[src/rtl/fetch_unit.sv]
// fetch_unit: instruction-fetch stage of the single-cycle core.
// Holds the PC, gates the fetched word to decode, halts or faults.
module fetch_unit #(
  parameter int          MEM_SIZE     = 1024,
  parameter logic [31:0] RESET_PC     = 32'h00000000,
  parameter int          CNT_W        = 32,
  parameter bit          HALT_ON_ZERO = 1'b1,
  parameter int          INST_WIDTH   = 32,
  localparam int         ADDR_W       = $clog2(MEM_SIZE)
) (
  input  logic                  i_clk,
  input  logic                  i_rst_n,
  input  logic                  i_stall,
  input  logic                  i_redirect,
  input  logic [31:0]           i_target,
  input  logic [INST_WIDTH-1:0] i_inst,
  output logic [ADDR_W-1:0]     o_addr,
  output logic [31:0]           o_pc,
  output logic [31:0]           o_pc_plus4,
  output logic [INST_WIDTH-1:0] o_inst,
  output logic                  o_valid,
  output logic                  o_halted,
  output logic                  o_fault,
  output logic [CNT_W-1:0]      o_fetch_count
);

  typedef enum logic [1:0] {
    RUN   = 2'd0,
    HALT  = 2'd1,
    FAULT = 2'd2
  } state_t;

  localparam logic [31:0] MEM_LIM = 32'(MEM_SIZE);
  localparam logic [INST_WIDTH-1:0] NOP = INST_WIDTH'(32'h00000013);

  state_t           state_q;
  state_t           state_d;
  logic [31:0]      pc_q;
  logic [31:0]      pc_d;
  logic [31:0]      pc_plus4;
  logic [CNT_W-1:0] cnt_q;
  logic             zero_inst;
  logic             target_bad;
  logic             valid;

  assign pc_plus4   = pc_q + 32'd4;
  assign zero_inst  = HALT_ON_ZERO && (i_inst == '0);
  assign target_bad = (i_target[1:0] != 2'b00) || (i_target >= MEM_LIM);

  always_ff @(posedge i_clk) begin
    if (!i_rst_n) begin
      state_q <= RUN;
      pc_q    <= RESET_PC;
    end else begin
      state_q <= state_d;
      pc_q    <= pc_d;
    end
  end

  // Stall outranks the zero word, which outranks any redirect.
  always_comb begin
    state_d = state_q;
    pc_d    = pc_q;
    if (state_q == RUN) begin
      if (i_stall) begin
        pc_d = pc_q;
      end else if (zero_inst) begin
        state_d = HALT;
      end else if (i_redirect) begin
        if (target_bad) state_d = FAULT;
        else            pc_d    = i_target;
      end else begin
        if (pc_plus4 >= MEM_LIM) state_d = FAULT;
        else                     pc_d    = pc_plus4;
      end
    end
  end

  always_comb begin
    valid    = (state_q == RUN) && !i_stall && !zero_inst;
    o_valid  = valid;
    o_inst   = valid ? i_inst : NOP;
    o_halted = (state_q == HALT);
    o_fault  = (state_q == FAULT);
  end

  always_ff @(posedge i_clk) begin
    if (!i_rst_n) begin
      cnt_q <= '0;
    end else if (valid && (cnt_q != '1)) begin
      cnt_q <= cnt_q + 1'b1;
    end
  end

  assign o_addr        = pc_q[ADDR_W-1:0];
  assign o_pc          = pc_q;
  assign o_pc_plus4    = pc_plus4;
  assign o_fetch_count = cnt_q;

endmodule

[config.mk]
export PLATFORM = sky130hd
export DESIGN_NAME = fetch_unit
export DESIGN_NICKNAME = d
export VERILOG_FILES = /design/src/rtl/fetch_unit.sv
export SDC_FILE = /design/constraint.sdc
export NUM_CORES = 1
export LEC_CHECK = 0
export CAP_MARGIN = 20
export CORE_MARGIN = 1.5
export CORE_UTILIZATION = 36
export DETAILED_ROUTE_END_ITERATION = 10
export GPL_ROUTABILITY_DRIVEN = 0
export PLACE_DENSITY = 0.83
export SLEW_MARGIN = 20
export SYNTH_ARGS = -nofsm -noshare
export SYNTH_HDL_FRONTEND = slang
export SYNTH_SLANG_ARGS = --single-unit
[constraint.sdc]
create_clock -name i_clk -period 3 [get_ports i_clk]
set_input_delay 0.6 -clock i_clk [delete_from_list [all_inputs] [get_ports i_clk]]
set_output_delay 0.6 -clock i_clk [all_outputs]
set_load 0.01 [all_outputs]
==> results of run 1 <==
## critical path, delay by kind of cell (launching register included)
family | cells | cell delay, ns
flip-flops | 1 | 0.36
multiplexers | 1 | 0.14
AND/OR/NAND/NOR | 4 | 1.54
AO/OA/AOI/OAI | 3 | 0.86
## registers in the layout, summed over array words and instances (netlist names)
name / count
state_q: 2
o_pc: 32
o_fetch_count: 32
## metrics by stage
step	util	area (µm²)
2_1_floorplan	-	4090
3_3_place_gp	0.601	6550
3_5_place_dp	0.601	6550
4_1_cts	0.627	6830
5_1_grt	0.641	6980
6_report	0.641	6980
## cell type report
class	count	area, µm²	share of cell area
tap	140	175	0.0251
antenna	1	2.50	0.000358
sequential	66	1340	0.192
multi-input combinational	372	2640	0.377
clock inverter	3	22.5	0.00323
inverter	10	37.5	0.00538
timing repair buffer	278	2600	0.373
clock buffer	13	169	0.0242
## cell usage in the layout (no fill, tap or decap), drive strengths merged, types with 18 or more instances in the layout
cell           instances
dlygate4sd2           24
and2                  63
dlymetal6s2s          18
nor4                  21
nand2                 35
xnor2                 34
clkdlybuf4s50        145
nand4                 21
clkbuf                22
dfxtp                 66
nand3                 26
buf                   70
nor2                  44
xor2                  29
## power by group
group / total, mW / leakage (nW) / internal, mW / switching [mW]
clock: 0.708 / 0.0879 / 0.368 / 0.340
sequential: 0.897 / 0.540 / 0.887 / 0.00964
combinational: 0.360 / 2.35 / 0.202 / 0.158
## cells in the mapped netlist, types with 9 or more instances
cell type,number,area share
and2_1,63,0.098
and3_1,12,0.019
buf_4,14,0.026
clkbuf_1,18,0.017
dfxtp_1,66,0.33
inv_1,9,0.0084
nand2_1,35,0.033
nand3_1,25,0.031
nand4_1,19,0.030
nor2_1,44,0.041
nor4_1,19,0.030
o21ai_0,10,0.012
xnor2_1,34,0.074
xor2_1,29,0.063
## routing by layer
layer  vias to the layer above  part of all wire  GRT usage
met5                         -                 0          0
met4                         0             0.016     0.0630
met3                        25             0.065     0.0568
met2                       187              0.50      0.406
met1                      2142              0.42      0.281
li1                       2194                 -          -
## how the worst max path moves through the flow
stage	startpoint	slack (ns)	to
2_1_floorplan	o_pc[11]	-0.13	o_pc[6]
3_3_place_gp	i_inst[11]	-0.27	o_inst[1]
3_5_place_dp	i_inst[8]	-0.34	o_inst[16]
4_1_cts	o_pc[12]	0.0008	o_pc_plus4[21]
5_1_grt	o_pc[18]	-0.11	o_pc[6]
6_report	o_pc[12]	-0.05	o_pc[4]
## what timing repair did
item	in CTS	in global routing
gates resized for setup	67	64
pin swaps	12	24
setup buffers	7	5
endpoints found under the setup margin	81	71
## cell families after synthesis
kind of cell             synth area share
AO/OA/AOI/OAI                      0.0912
XOR/XNOR                            0.137
adder cells (fa/ha/maj)           0.00622
buffers and inverters              0.0660
flip-flops                          0.329
multiplexers                       0.0149
AND/OR/NAND/NOR                     0.356
==> flow_summary.toml, run 1 <==
[setup_path]
cpMostUsedCell = "or4_4"
arrival_ns = 3.25
cp-start-kind = "flop"
crit_fanout = 5
cpPeakStageDelay_ns = 0.53
r2r_setup_slack_ns = -0.05
crit_required_ns = 3.20
crit_type = "reg2reg"
reg2reg_from = "o_pc[12]"
path_cells = "nand4_4 > or4_4 > or4_4 > mux2i_1 > a2111o_2 > or3_4 > o32ai_2 > a221oi_1"
timing.rr.end = "o_pc[4]"
cpMaxStageDelayCell = "or4_4"
reg2reg_depth = 8
end_kind = "flop"

[clock_tree]
cts_buffers = 9
path_clk_slew_ns = 0.08
cts_hold_buf = 0
htree_levels = 3
clk_latency_ns = 0.34
cts_max_path_buffers = 2
cts_tree = "built"
cts_root_buf = "clkbuf_8"
cts.sinks = 66

[timing]
setup_viol = 2
worst_slack_ns = -0.0548
rsz0062_at_grt = "yes"
fin_tns_setup_ns = -0.102
fin_crit_ns = 3.05
fmax_mhz = 327
whs_ns = 0.509
worstMarginPinSlew_ns = 0.501
relSlewSlack = 0.666
period_share = 1.02
hold_violations = 0
skew_ns = 0.0176
slew_viol_final = 0

[placed_design]
dp_cells = 854
pre_cts_slack_ns = -0.337
portBuffers = 208
hpwl_mm = 10.5

[status]
outcome = "complete, but fails checks"
violations = "negative setup slack"

[die]
start_util = 0.369
die_h_um = 109
core-area_mm2 = 0.0109
die_w_um = 109
num_rows = 38
ios = 209
dieArea_mm2 = 0.0118

[worst_hold_path]
min_path_cells = 1
hold_start = "o_pc[17]"
hold_path_end = "o_pc[17]"
hold_path_class = "reg2reg"

[run]
drv_cap = 0

[cells_and_area]
final_cells = 883
syn2layout_area_growth_pct = 73.6
nets = 807
fill_cells = 896
drive_gt1_frac = 0.202

[detailed_routing]
ant_nets = 0
drt_wl_total_mm = 14.0
drt-wirelength-per-cell_um = 15.9
first_pass_iters = 4
vias = 4548
drc = 0
drt-vias-per-instance = 5.15
drtIter0Drc = 171

[power_and_ir_drop]
p_leak_nw = 2.98
vdd_ir_drop_max_mv = 0.261
powerDensity_mw_per_mm2 = 281
power_mw = 1.96

[global_routing]
grt_max_degree = 30
grt_usage = 0.232
grt_pass1_wl_mm = 21.7
antenna_found_initial = 1
grt_overflow = 0
grt_pass1_vias = 4460

[logic_synthesis]
syn_nets = 559
synth_seq_area_share = 0.329
ys_ff_latch = 66
syn_area_per_cell_um2 = 8.22
ys.flop_type = "dfxtp_1"
yosys_warnings = 0
async_flop_share = 0
synth_cell_types = 53
syn_inst = 489
syn-cell-area_mm2 = 0.00402
synth_edf_count = 0
Note: power is estimated with default switching activity, not from simulation.
==> run 2, diff against run 1 <==
--- a/config.mk
+++ b/config.mk
@@ -6,7 +6,7 @@
 export NUM_CORES = 1
 export LEC_CHECK = 0
 export CAP_MARGIN = 20
-export CORE_MARGIN = 1.5
+export CORE_MARGIN = 5
 export CORE_UTILIZATION = 36
 export DETAILED_ROUTE_END_ITERATION = 10
 export GPL_ROUTABILITY_DRIVEN = 0
==> run 2 against run 1 <==
Net effect: clock power is 12% higher; fmax shrank 0.19%; wire length increased by 17%; combinational power grew 6.7%; the run still ends with negative setup slack left; largest power group unchanged; power rose by 5.4%; sequential cell count stayed put; worst hold slack improved by 0.014 ns.
==> flow_summary.toml, run 2 (synthesis results as in run 1) <==
[global_routing]
antenna_found_initial = 0
grt_overflow = 0
grt_pass1_wl_mm = 24.0
grt_pass1_vias = 4774
grt_usage = 0.223
grt_max_degree = 36

[power_and_ir_drop]
vdd_ir_drop_max_mv = 0.234
power_mw = 2.07
p_leak_nw = 3.15
powerDensity_mw_per_mm2 = 287

[detailed_routing]
drc = 0
drtIter0Drc = 284
vias = 4781
drt-wirelength-per-cell_um = 18.3
drt_wl_total_mm = 16.4
ant_nets = 0
first_pass_iters = 4
drt-vias-per-instance = 5.32

[cells_and_area]
final_util = 0.664
syn2layout_area_growth_pct = 79.7
layout_common_cells = "clkdlybuf4s50_1, buf_4, and2_1, dfxtp_1, nor2_1"
fin_area_mm2 = 0.00723
final_common_cell = "clkdlybuf4s50_1"
diodes = 0
final_cells = 898
drive_gt1_frac = 0.241
nets = 823

[die]
die_h_um = 116
die_w_um = 116
num_rows = 38
start_util = 0.369
core-area_mm2 = 0.0109
dieArea_mm2 = 0.0134
ios = 209

[worst_hold_path]
hold_path_class = "reg2reg"
hold_path_end = "o_pc[17]"
hold_start = "o_pc[17]"
min_path_cells = 1

[timing]
fin_crit_ns = 3.06
hold_violations = 0
fin_tns_setup_ns = -0.242
rsz0062_at_grt = "yes"
slew_viol_final = 0
relSlewSlack = 0.621
period_share = 1.02
skew_ns = 0.0140
worstMarginPinSlew_ns = 0.562
fmax_mhz = 327
setup_viol = 16
worst_slack_ns = -0.0604
whs_ns = 0.523

[setup_path]
crit_required_ns = 3.26
end_kind = "flop"
timing.rr.end = "o_pc[6]"
crit_type = "in2reg"
r2r_setup_slack_ns = -0.03
crit_fanout = 2
arrival_ns = 3.32
cp-start-kind = "input port"
reg2reg_from = "o_pc[4]"
reg2reg_depth = 8

[clock_tree]
htree_levels = 3
path_clk_slew_ns = 0.08
cts_root_buf = "clkbuf_8"
cts_buffers = 9
cts_tree = "built"
clk_latency_ns = 0.34
cts_max_path_buffers = 2
cts.sinks = 66
cts_hold_buf = 0

[placed_design]
portBuffers = 208
pre_cts_slack_ns = -0.365
hpwl_mm = 11.5
place_area_mm2 = 0.00653
dp_cells = 851

[run]
drv_cap = 0

[status]
violations = "negative setup slack"
outcome = "complete, but fails checks"
==> run 2: worst max-delay path, stage by stage <==
cell and delay (ns):
dlymetal6s2s_1 0.15, nor4_2 0.35, nand4_1 0.21, buf_4 0.19, buf_4 0.13, buf_4 0.13, buf_4 0.12, buf_4 0.12
buf_4 0.12, buf_4 0.12, buf_4 0.13, buf_4 0.13, buf_4 0.12, buf_4 0.12, buf_4 0.12, buf_4 0.13
nor4_4 0.19, nor2_1 0.07, nor2_1 0.08
==> run 2: what timing repair did <==
action / in CTS / in global routing
setup endpoints to repair: 81 / 73
cloned: 1 / 0
gates resized for setup: 111 / 73
buffers inserted: 22 / 10
pin swaps: 13 / 26
==> run 2: layout make-up <==
cell class	count	area, µm²
clock buffer	9	124
clock inverter	7	82.6
fill	816	3660
inverter	10	37.5
multi-input combinational	372	2740
sequential	66	1340
tap	140	175
timing repair buffer	294	2730
==> run 2: layer usage <==
layer	GRT usage	vias to the layer above	part of all wire
li1	-	2221	-
met1	0.269	2287	0.39
met2	0.389	227	0.50
met3	0.0480	46	0.076
met4	0.0897	0	0.035
met5	0	-	0
==> run 2: where the power goes <==
part	total (mW)	switching, mW	internal, mW
clock	0.790	0.391	0.399
sequential	0.898	0.0121	0.886
combinational	0.384	0.173	0.211
total	2.07	0.576	1.50
==> run 2: worst max-delay path by stage <==
| stage | start | end | slack, ns | depth (start not counted) |
|---|---|---|---|---|
| 6_report | i_inst[14] | state_q[0] | -0.06 | 19 |
| 5_1_grt | i_inst[23] | o_inst[23] | -0.22 | 8 |
| 4_1_cts | i_inst[11] | state_q[0] | -0.14 | 20 |
| 3_5_place_dp | i_inst[8] | o_inst[3] | -0.36 | 8 |
| 3_3_place_gp | i_inst[8] | o_inst[3] | -0.35 | 8 |
| 2_1_floorplan | o_pc[11] | o_pc[6] | -0.13 | 10 |
==> run 3, diff against run 2 <==
--- a/config.mk
+++ b/config.mk
@@ -5,7 +5,6 @@
 export SDC_FILE = /design/constraint.sdc
 export NUM_CORES = 1
 export LEC_CHECK = 0
-export CAP_MARGIN = 20
 export CORE_MARGIN = 5
 export CORE_UTILIZATION = 36
 export DETAILED_ROUTE_END_ITERATION = 10
==> results of run 3 <==
Final layout, timing and power as in run 2 (identical DEF).
